===== src/rtl/aes_dec_ctrl.sv =====
// ---------------------------------------------------------------------------
// aes_dec_ctrl
// Sequencer for the AES inverse cipher. Drives the aes_dec datapath
// (InvShiftRows / InvSubBytes / AddRoundKey / InvMixColumns) and key_gen in
// inverse-expansion mode. The single S-box is time-shared between the data
// path and key_gen, which is why every AESDECFULL round is split into an
// SBOX cycle (key_gen owns the S-box and steps K(i) -> K(i-1)) followed by a
// ROUND cycle (the data path owns the S-box and consumes that key).
//
// Optional feature: define AES_DEC_ABORT_EN to add the abort_i input, which
// cancels a running command and returns the controller to its reset values
// without issuing a ready pulse.
//
// Outputs are decoded combinationally from the state, the latched opcode and
// (in IDLE) the incoming command, so the datapath sees the first-cycle
// controls in the same cycle the command is presented.
// ---------------------------------------------------------------------------
module aes_dec_ctrl #(
  parameter int          NR        = 10,
  parameter logic [7:0]  RCON_LAST = 8'h36
) (
  input  logic        clk,
  input  logic        nrst,
  input  logic        start_i,
  input  logic [2:0]  opcode_i,
`ifdef AES_DEC_ABORT_EN
  input  logic        abort_i,
`endif
  output logic        first_rnd_o,
  output logic        last_rnd_o,
  output logic        key_sel_o,
  output logic        imc_only_o,
  output logic        key_sub_o,
  output logic        inv_key_o,
  output logic        en_rnd_o,
  output logic        en_key_o,
  output logic        plain_ready_o,
  output logic        key_ready_o,
  output logic        busy_o,
  // 32-bit rcon word for key_gen: byte[3] = rcon, bytes[2:0] = 0
  output logic [31:0] r_con_ctrl_o
);

  // Command encodings
  localparam logic [2:0] OP_NOOP    = 3'd0;
  localparam logic [2:0] OP_DEC     = 3'd1;
  localparam logic [2:0] OP_DECLAST = 3'd2;
  localparam logic [2:0] OP_IMC     = 3'd3;
  localparam logic [2:0] OP_DECFULL = 3'd4;

  // Round counter value at which the final DECFULL round executes
  localparam logic [3:0] NR_CNT = 4'(NR);

  typedef enum logic [1:0] {
    IDLE   = 2'd0,
    SBOX   = 2'd1,
    ROUND  = 2'd2,
    FINISH = 2'd3
  } state_t;

  state_t      state_q, state_d;
  logic [2:0]  op_q, op_d;
  logic [3:0]  rnd_cnt_q, rnd_cnt_d;
  logic [7:0]  rcon_q, rcon_d;

  logic        abort_s;
  logic        legal_start_s;
  logic        first_rnd_s;
  logic        last_rnd_s;
  logic        key_sel_s;
  logic        imc_only_s;
  logic        key_sub_s;
  logic        inv_key_s;
  logic        en_rnd_s;
  logic        en_key_s;
  logic        plain_ready_s;
  logic        key_ready_s;
  logic        busy_s;

`ifdef AES_DEC_ABORT_EN
  assign abort_s = abort_i;
`else
  assign abort_s = 1'b0;
`endif

  // A command is accepted only for the four defined non-NOOP opcodes
  assign legal_start_s = start_i &&
                         ((opcode_i == OP_DEC)  || (opcode_i == OP_DECLAST) ||
                          (opcode_i == OP_IMC)  || (opcode_i == OP_DECFULL));

  // Next-state, datapath counters and output decode
  always_comb begin
    state_d       = state_q;
    op_d          = op_q;
    rnd_cnt_d     = rnd_cnt_q;
    rcon_d        = rcon_q;
    first_rnd_s   = 1'b0;
    last_rnd_s    = 1'b0;
    key_sel_s     = 1'b0;
    imc_only_s    = 1'b0;
    key_sub_s     = 1'b0;
    inv_key_s     = 1'b0;
    en_rnd_s      = 1'b1;
    en_key_s      = 1'b1;
    plain_ready_s = 1'b0;
    key_ready_s   = 1'b0;
    busy_s        = 1'b0;

    case (state_q)
      IDLE: begin
        if (abort_s) begin
          // abort beats a simultaneous start: nothing is latched
          state_d = IDLE;
        end else if (legal_start_s) begin
          busy_s = 1'b1;
          op_d   = opcode_i;
          case (opcode_i)
            OP_DEC, OP_DECLAST: begin
              // key operand is external, key_gen stays frozen
              en_key_s = 1'b0;
              state_d  = SBOX;
            end
            OP_IMC: begin
              // only the key path works on an AESIMC
              en_rnd_s = 1'b0;
              state_d  = ROUND;
            end
            OP_DECFULL: begin
              // initial AddRoundKey with the external K(NR)
              first_rnd_s = 1'b1;
              key_sel_s   = 1'b0;
              rnd_cnt_d   = 4'd1;
              rcon_d      = RCON_LAST;
              state_d     = SBOX;
            end
            default: begin
              state_d = IDLE;
            end
          endcase
        end else begin
          state_d = IDLE;
        end
      end

      SBOX: begin
        busy_s = 1'b1;
        if (op_q == OP_DECFULL) begin
          // key_gen borrows the S-box to form K(NR-rnd_cnt); data path waits
          key_sub_s = 1'b1;
          inv_key_s = 1'b1;
          en_rnd_s  = 1'b0;
        end else begin
          key_sub_s = 1'b0;
        end
        state_d = ROUND;
      end

      ROUND: begin
        busy_s = 1'b1;
        case (op_q)
          OP_DEC: begin
            key_sel_s = 1'b0;
            state_d   = FINISH;
          end
          OP_DECLAST: begin
            key_sel_s  = 1'b0;
            last_rnd_s = 1'b1;
            state_d    = FINISH;
          end
          OP_IMC: begin
            imc_only_s = 1'b1;
            state_d    = FINISH;
          end
          OP_DECFULL: begin
            key_sub_s = 1'b0;
            key_sel_s = 1'b1;
            // inverse rcon walk: 0x1b wraps back to 0x80, otherwise halve
            if (rcon_q == 8'h1b) begin
              rcon_d = 8'h80;
            end else begin
              rcon_d = {1'b0, rcon_q[7:1]};
            end
            if (rnd_cnt_q == NR_CNT) begin
              last_rnd_s = 1'b1;
              state_d    = FINISH;
            end else begin
              rnd_cnt_d = rnd_cnt_q + 4'd1;
              state_d   = SBOX;
            end
          end
          default: begin
            state_d = IDLE;
          end
        endcase
      end

      FINISH: begin
        busy_s = 1'b0;
        case (op_q)
          OP_DEC, OP_DECLAST, OP_DECFULL: begin
            plain_ready_s = 1'b1;
          end
          OP_IMC: begin
            key_ready_s = 1'b1;
          end
          default: begin
            plain_ready_s = 1'b0;
          end
        endcase
        state_d = IDLE;
      end

      default: begin
        state_d = IDLE;
      end
    endcase

    // abort of a running command: back to reset values, no ready pulse
    if (abort_s && (state_q != IDLE)) begin
      state_d       = IDLE;
      op_d          = OP_NOOP;
      rnd_cnt_d     = 4'd0;
      rcon_d        = RCON_LAST;
      plain_ready_s = 1'b0;
      key_ready_s   = 1'b0;
    end else begin
      state_d = state_d;
    end
  end

  // Controller state registers with asynchronous active-low reset
  always_ff @(posedge clk or negedge nrst) begin
    if (!nrst) begin
      state_q   <= IDLE;
      op_q      <= OP_NOOP;
      rnd_cnt_q <= 4'd0;
      rcon_q    <= RCON_LAST;
    end else begin
      state_q   <= state_d;
      op_q      <= op_d;
      rnd_cnt_q <= rnd_cnt_d;
      rcon_q    <= rcon_d;
    end
  end

  assign first_rnd_o   = first_rnd_s;
  assign last_rnd_o    = last_rnd_s;
  assign key_sel_o     = key_sel_s;
  assign imc_only_o    = imc_only_s;
  assign key_sub_o     = key_sub_s;
  assign inv_key_o     = inv_key_s;
  assign en_rnd_o      = en_rnd_s;
  assign en_key_o      = en_key_s;
  assign plain_ready_o = plain_ready_s;
  assign key_ready_o   = key_ready_s;
  assign busy_o        = busy_s;
  assign r_con_ctrl_o  = {rcon_q, 24'h00_0000};

endmodule


===== config.mk =====
export PLATFORM = sky130hd
export DESIGN_NAME = aes_dec_ctrl
export DESIGN_NICKNAME = d
export VERILOG_FILES = /design/src/rtl/aes_dec_ctrl.sv
export SDC_FILE = /design/constraint.sdc
export NUM_CORES = 1
export LEC_CHECK = 0
export ABC_AREA = 1
export CORE_UTILIZATION = 44
export DETAILED_ROUTE_END_ITERATION = 7
export PLACE_DENSITY = 0.8
export SYNTH_ARGS = -nofsm -noshare
export SYNTH_HDL_FRONTEND = slang
export SYNTH_SLANG_ARGS = --single-unit

===== constraint.sdc =====
create_clock -name clk -period 2.1 [get_ports clk]
set_clock_uncertainty 0.2 [all_clocks]
set_input_delay 0.63 -clock clk [delete_from_list [all_inputs] [get_ports clk]]
set_output_delay 0.63 -clock clk [all_outputs]
set_load 0.1 [all_outputs]

== Yosys cells after proc, flatten, opt, wreduce, memory -nomap -nowiden ==
Index checks and enable logic that the tools add are counted.
W data, S select, Z words.
Cells by class
  add/sub/neg operators: 1
  eq/ne operators: 17
  multiplexer cells: 38
  reduce and logical (&&, ||, !) cells: 14
Operator list (number)
  $mux W8: 4
  $mux W1: 20
  $mux W4: 4
  $pmux W8 S2: 1
  $eq A3 B2 Y1 const B: 4
  $reduce_or A3 Y1: 3
  $eq A8 B5 Y1 const B: 1
  $ne A2 B2 Y1 const B: 4
  $pmux W2 S2: 2
  $pmux W2 S4: 1
  $pmux W4 S2: 1
  $eq A3 B1 Y1 const B: 2
  $eq A3 B3 Y1 const B: 2
  $reduce_and A5 Y1: 1
  $add A4 B1 Y4 const B: 1
  $eq A2 B2 Y1 const B: 2
  $eq A4 B4 Y1 const B: 1
  $mux W2: 2
  $pmux W1 S2: 2
  $reduce_and A4 Y1: 1
  $reduce_or A2 Y1: 2
  $logic_or A1 B1 Y1: 3
  $pmux W1 S3: 1
  $eq A2 B1 Y1 const B: 1
  4 further kinds: 4
Word-level totals
  flip-flop bits (word level): 17
  input bits: 6
  output and inout port bits: 43
  word-level logic and storage cells: 74

== Depth between registers and ports, before layout ==
  depth after elaboration: 7
  gate-level depth with buffers: 11
  depth with buffers taken out: 9

== Least setup slack after synthesis ==
OpenSTA, ideal clock, no wires.
  kind: register to output
  start: register op_q[1]
  end: output plain_ready_o
  data arrival time: 2.763 ns
  slack: -1.493 ns
  cell stages (with the launch flop): 6
  cells stage by stage: dfrtp_1 -> nor2_4 -> nand2_1 -> inv_1 -> nor2_1 -> nor3_1
On the way
  word-level cells in the longest chain between the ends: 4
  elaborated cells on any way between the ends: 6
  those cells by class: eq/ne (3); mux (2); reduce/logical (1)
Ends and longest elaborated chain
  start: declaration: line 62  | logic [2:0] op_q, op_d;
  start signal: assignment: line 240  | op_q <= op_d;
  $eq A3 B3 Y1, or another cell as far along: line 199  | case (op_q)
  $reduce_or A3 Y1 (*): line 199
  $mux W1 (*): line 199
  $mux W1 (*): line 109  | case (state_q)
  end: declaration: line 37  | output logic plain_ready_o,
Mark *: on every way between the ends. The rest lies on a longest branch, timed or not.

== Worst setup path after layout ==
  start: input opcode_i[0]
  end: output en_key_o
On the way
  word-level cells in the longest chain between the ends: 7
  elaborated cells on any way between the ends: 12
  those cells by class: eq/ne (4); mux (3); reduce/logical (5)
Ends and longest elaborated chain
  start: declaration: line 25  | input logic [2:0] opcode_i,
  $eq A3 B1 Y1 or $eq A3 B2 Y1 (tied branches): line 88, 117
  $logic_or A1 B1 Y1 (2 in series): line 88  | ((opcode_i == OP_DEC) || (opcode_i == OP_DECLAST) ||
  $logic_or A1 B1 Y1: line 89  | (opcode_i == OP_IMC) || (opcode_i == OP_DECFULL));
  $logic_and A1 B1 Y1: line 87  | assign legal_start_s = start_i &&
  $mux W1 (*): line 114  | end else if (legal_start_s) begin
  $mux W1 (*): line 109
  end: declaration: line 36  | output logic en_key_o,
Marks and branches as above.

==> flow_summary.json <==
{
  "status": "finished with violations",
  "violations": "setup timing",
  "dp_hpwl_mm": 2.15,
  "ys_ff_latch": 17,
  "grt_max_degree": 18,
  "setup.worst_path.start": "opcode_i[0]",
  "min-delay-path-class": "flop to flop",
  "layout-drive-gt1-share": 0.485,
  "gp_congestion": 0.762,
  "gr-usage-met3": 0.0465,
  "routedWlPerCell_um": 13.4,
  "intPower_mw": 1.46,
  "groute.usage.overall": 0.226,
  "min_to": "rcon_q[2]",
  "p_seq_frac": 0.184,
  "die_x_um": 55.7,
  "numCtsBuffers": 3,
  "fin_area_um2": 2140,
  "start_util": 0.465,
  "core_area_um2": 2730,
  "r2r-end": "rcon_q[4]",
  "synthesis.area_um2": 1270,
  "power_density_nw_per_um2": 1580,
  "drv_cap": 0,
  "syn_inst": 176,
  "tns_ns": -2.39,
  "insertion_delay_ns": 0.30,
  "grt_use_met1": 0.259,
  "p_leak_nw": 1.04,
  "n_fill_cell": 165,
  "first_pass_iters": 4,
  "die_y_um": 55.7,
  "dp.cells": 243,
  "worstPathRequired_ns": 1.27,
  "clk_pin_slew_worst_paths_ns": 0.11,
  "r2r_slack_ns": 0.19,
  "placed_area_um2": 1820,
  "portBuffers": 24,
  "layout_setup_ws_ns": -0.287,
  "power_frac_clock": 0.054,
  "dr_total_vias": 1287,
  "setup-violations-final": 11,
  "yosysWarnings": 0,
  "use_met2": 0.423,
  "areaGrowthSynthToFinish_pct": 68.6,
  "htree_levels": 1,
  "dieArea_um2": 3110,
  "min_from": "rcon_q[2]",
  "peakVddDrop_uv": 1340,
  "cts_hold_repair.buffers": 0,
  "final_antenna_net_count": 0,
  "hold_viol": 0,
  "routed_wl_mm": 3.58,
  "grt-ovfl-total": 0,
  "drtIter0Drc": 19,
  "final_cell_mix": "nand2_1 (42), buf_4 (27), conb_1 (24), buf_12 (19), nor2_1 (14)",
  "grt_pass1_vias": 1246,
  "r2r_cells": 11,
  "cts_buffer_depth": 2,
  "end_kind": "output pin",
  "netSwitchingPower_mw": 1.91,
  "finalPower_mw": 3.38,
  "yosys.cell_types.count": 25,
  "start_kind": "primary input",
  "rsz0062_at_grt": "true",
  "cts.sinks": 17,
  "fin_nets": 248,
  "whs_path_depth": 2,
  "finalCritPeriodShare": 1.14,
  "via_per_inst": 4.84,
  "final_common_cell": "nand2_1",
  "grt_busiest_layer": "met2",
  "row_count": 19,
  "worstReg2RegStart": "state_q[0]",
  "grt_pass1_wl_mm": 5.51,
  "drc": 0,
  "synth_largest_area_cell": "dfrtp_1",
  "postSynthAreaPerCell_um2": 7.22,
  "critPathMaxFanout": 4,
  "insertedDiodeCount": 0,
  "max_freq_ghz": 0.419,
  "pin_count": 49,
  "stdcell_count": 266,
  "crit_arrival_ns": 1.56,
  "root_buffer": "clkbuf_4",
  "tritoncts": "yes",
  "ys_seq_area_frac": 0.339,
  "period_needed_ns": 2.39,
  "synth.top_cell.area_share": 0.256,
  "criticalPathCategory": "primary input to output pin",
  "p_sw_frac": 0.567,
  "slew_viol_final": 0,
  "combPwrFrac": 0.762,
  "synth_area_leaders": "dfrtp_1 (26%), buf_4 (15%), nand2_1 (14%)",
  "antenna_found_initial": 0
}
==> power groups by stage <==
stage | logic (mW) | registers, mW | clock network, mW
floorplan | 1.25 | 0.878 | 0
global placement | 2.09 | 0.596 | 0
detailed placement | 2.13 | 0.602 | 0
CTS | 2.42 | 0.605 | 0.185
global route | 2.70 | 0.636 | 0.201
finish | 2.57 | 0.620 | 0.183
==> logic make-up (layout without fill, tap and decap cells) <==
logic type,Yosys count,count (layout),share of synthesized area
other,1,24,0.00295
DFF,17,17,0.339
AOI/OAI and AO/OA,11,11,0.0463
and+or+nand+nor,90,90,0.306
xor gates and xnor gates,2,2,0.0138
adders and majority gates,6,6,0.0591
buffers and inverters,49,85,0.233
==> routing by layer <==
layer / wire length (um) / vias to the layer above
li1: - / 606
met1: 1380 / 609
met2: 1910 / 58
met3: 180 / 14
met4: 109 / 0
met5: 0 / -
==> registers in the layout, indices dropped and copies added, names as in the netlist <==
signal,flops
op_q,3
rcon_q,8
rnd_cnt_q,4
state_q,2
==> worst max-delay path by stage <==
| stage | cells after the start | slack, ns | to |
|---|---|---|---|
| 2_1_floorplan | 6 | -0.49 | en_key_o |
| 4_1_cts | 9 | -0.28 | en_key_o |
| 3_3_place_gp | 10 | -0.66 | first_rnd_o |
| 3_5_place_dp | 10 | -0.71 | first_rnd_o |
| 6_report | 9 | -0.29 | en_key_o |
| 5_1_grt | 9 | -0.35 | en_key_o |
==> critical path, cell delays in order <==
cell      delay [ns]
buf_8           0.10
buf_6           0.11
nor2_4          0.09
nand2_1         0.05
nand2_1         0.07
nand3_2         0.07
inv_2           0.09
nand3b_1        0.14
buf_12          0.20
==> layout make-up <==
type,instances,area (um^2),share of cell area
multi-input cells,133,825,0.385
repair buffers,59,719,0.336
flip-flops and latches,17,433,0.202
inverters,22,97.6,0.0456
well taps,31,38.8,0.0181
clock buffers,3,22.5,0.0105
clock inverters,1,5.00,0.00234
==> synthesized netlist by cell type, drive strengths merged <==
cell	count
o22ai	1
conb	1
nand2	51
nor3	1
xor2	1
nand3	9
buf	27
inv	22
nand3b	1
nor2	26
o21bai	1
a21oi	1
o21ai	8
xnor2	1
nand4	2
dfrtp	13
ha	6
dfstp	4
==> stage by stage <==
step / worst slack, ns / util / hold WS, ns
after floorplan: -0.493 / - / 0.134
after global placement: -0.665 / 0.665 / 0.291
after detailed placement: -0.714 / 0.665 / 0.297
after CTS: -0.278 / 0.756 / 0.323
final: -0.287 / 0.783 / 0.321
after global routing: -0.350 / 0.783 / 0.332
==> what timing repair did <==
item	in CTS	in global routing
gates resized for setup	56	14
setup endpoints to repair	11	11
pin swaps	15	7
setup buffers	15	5
No activity file was read; power rests on OpenSTA's default activity.
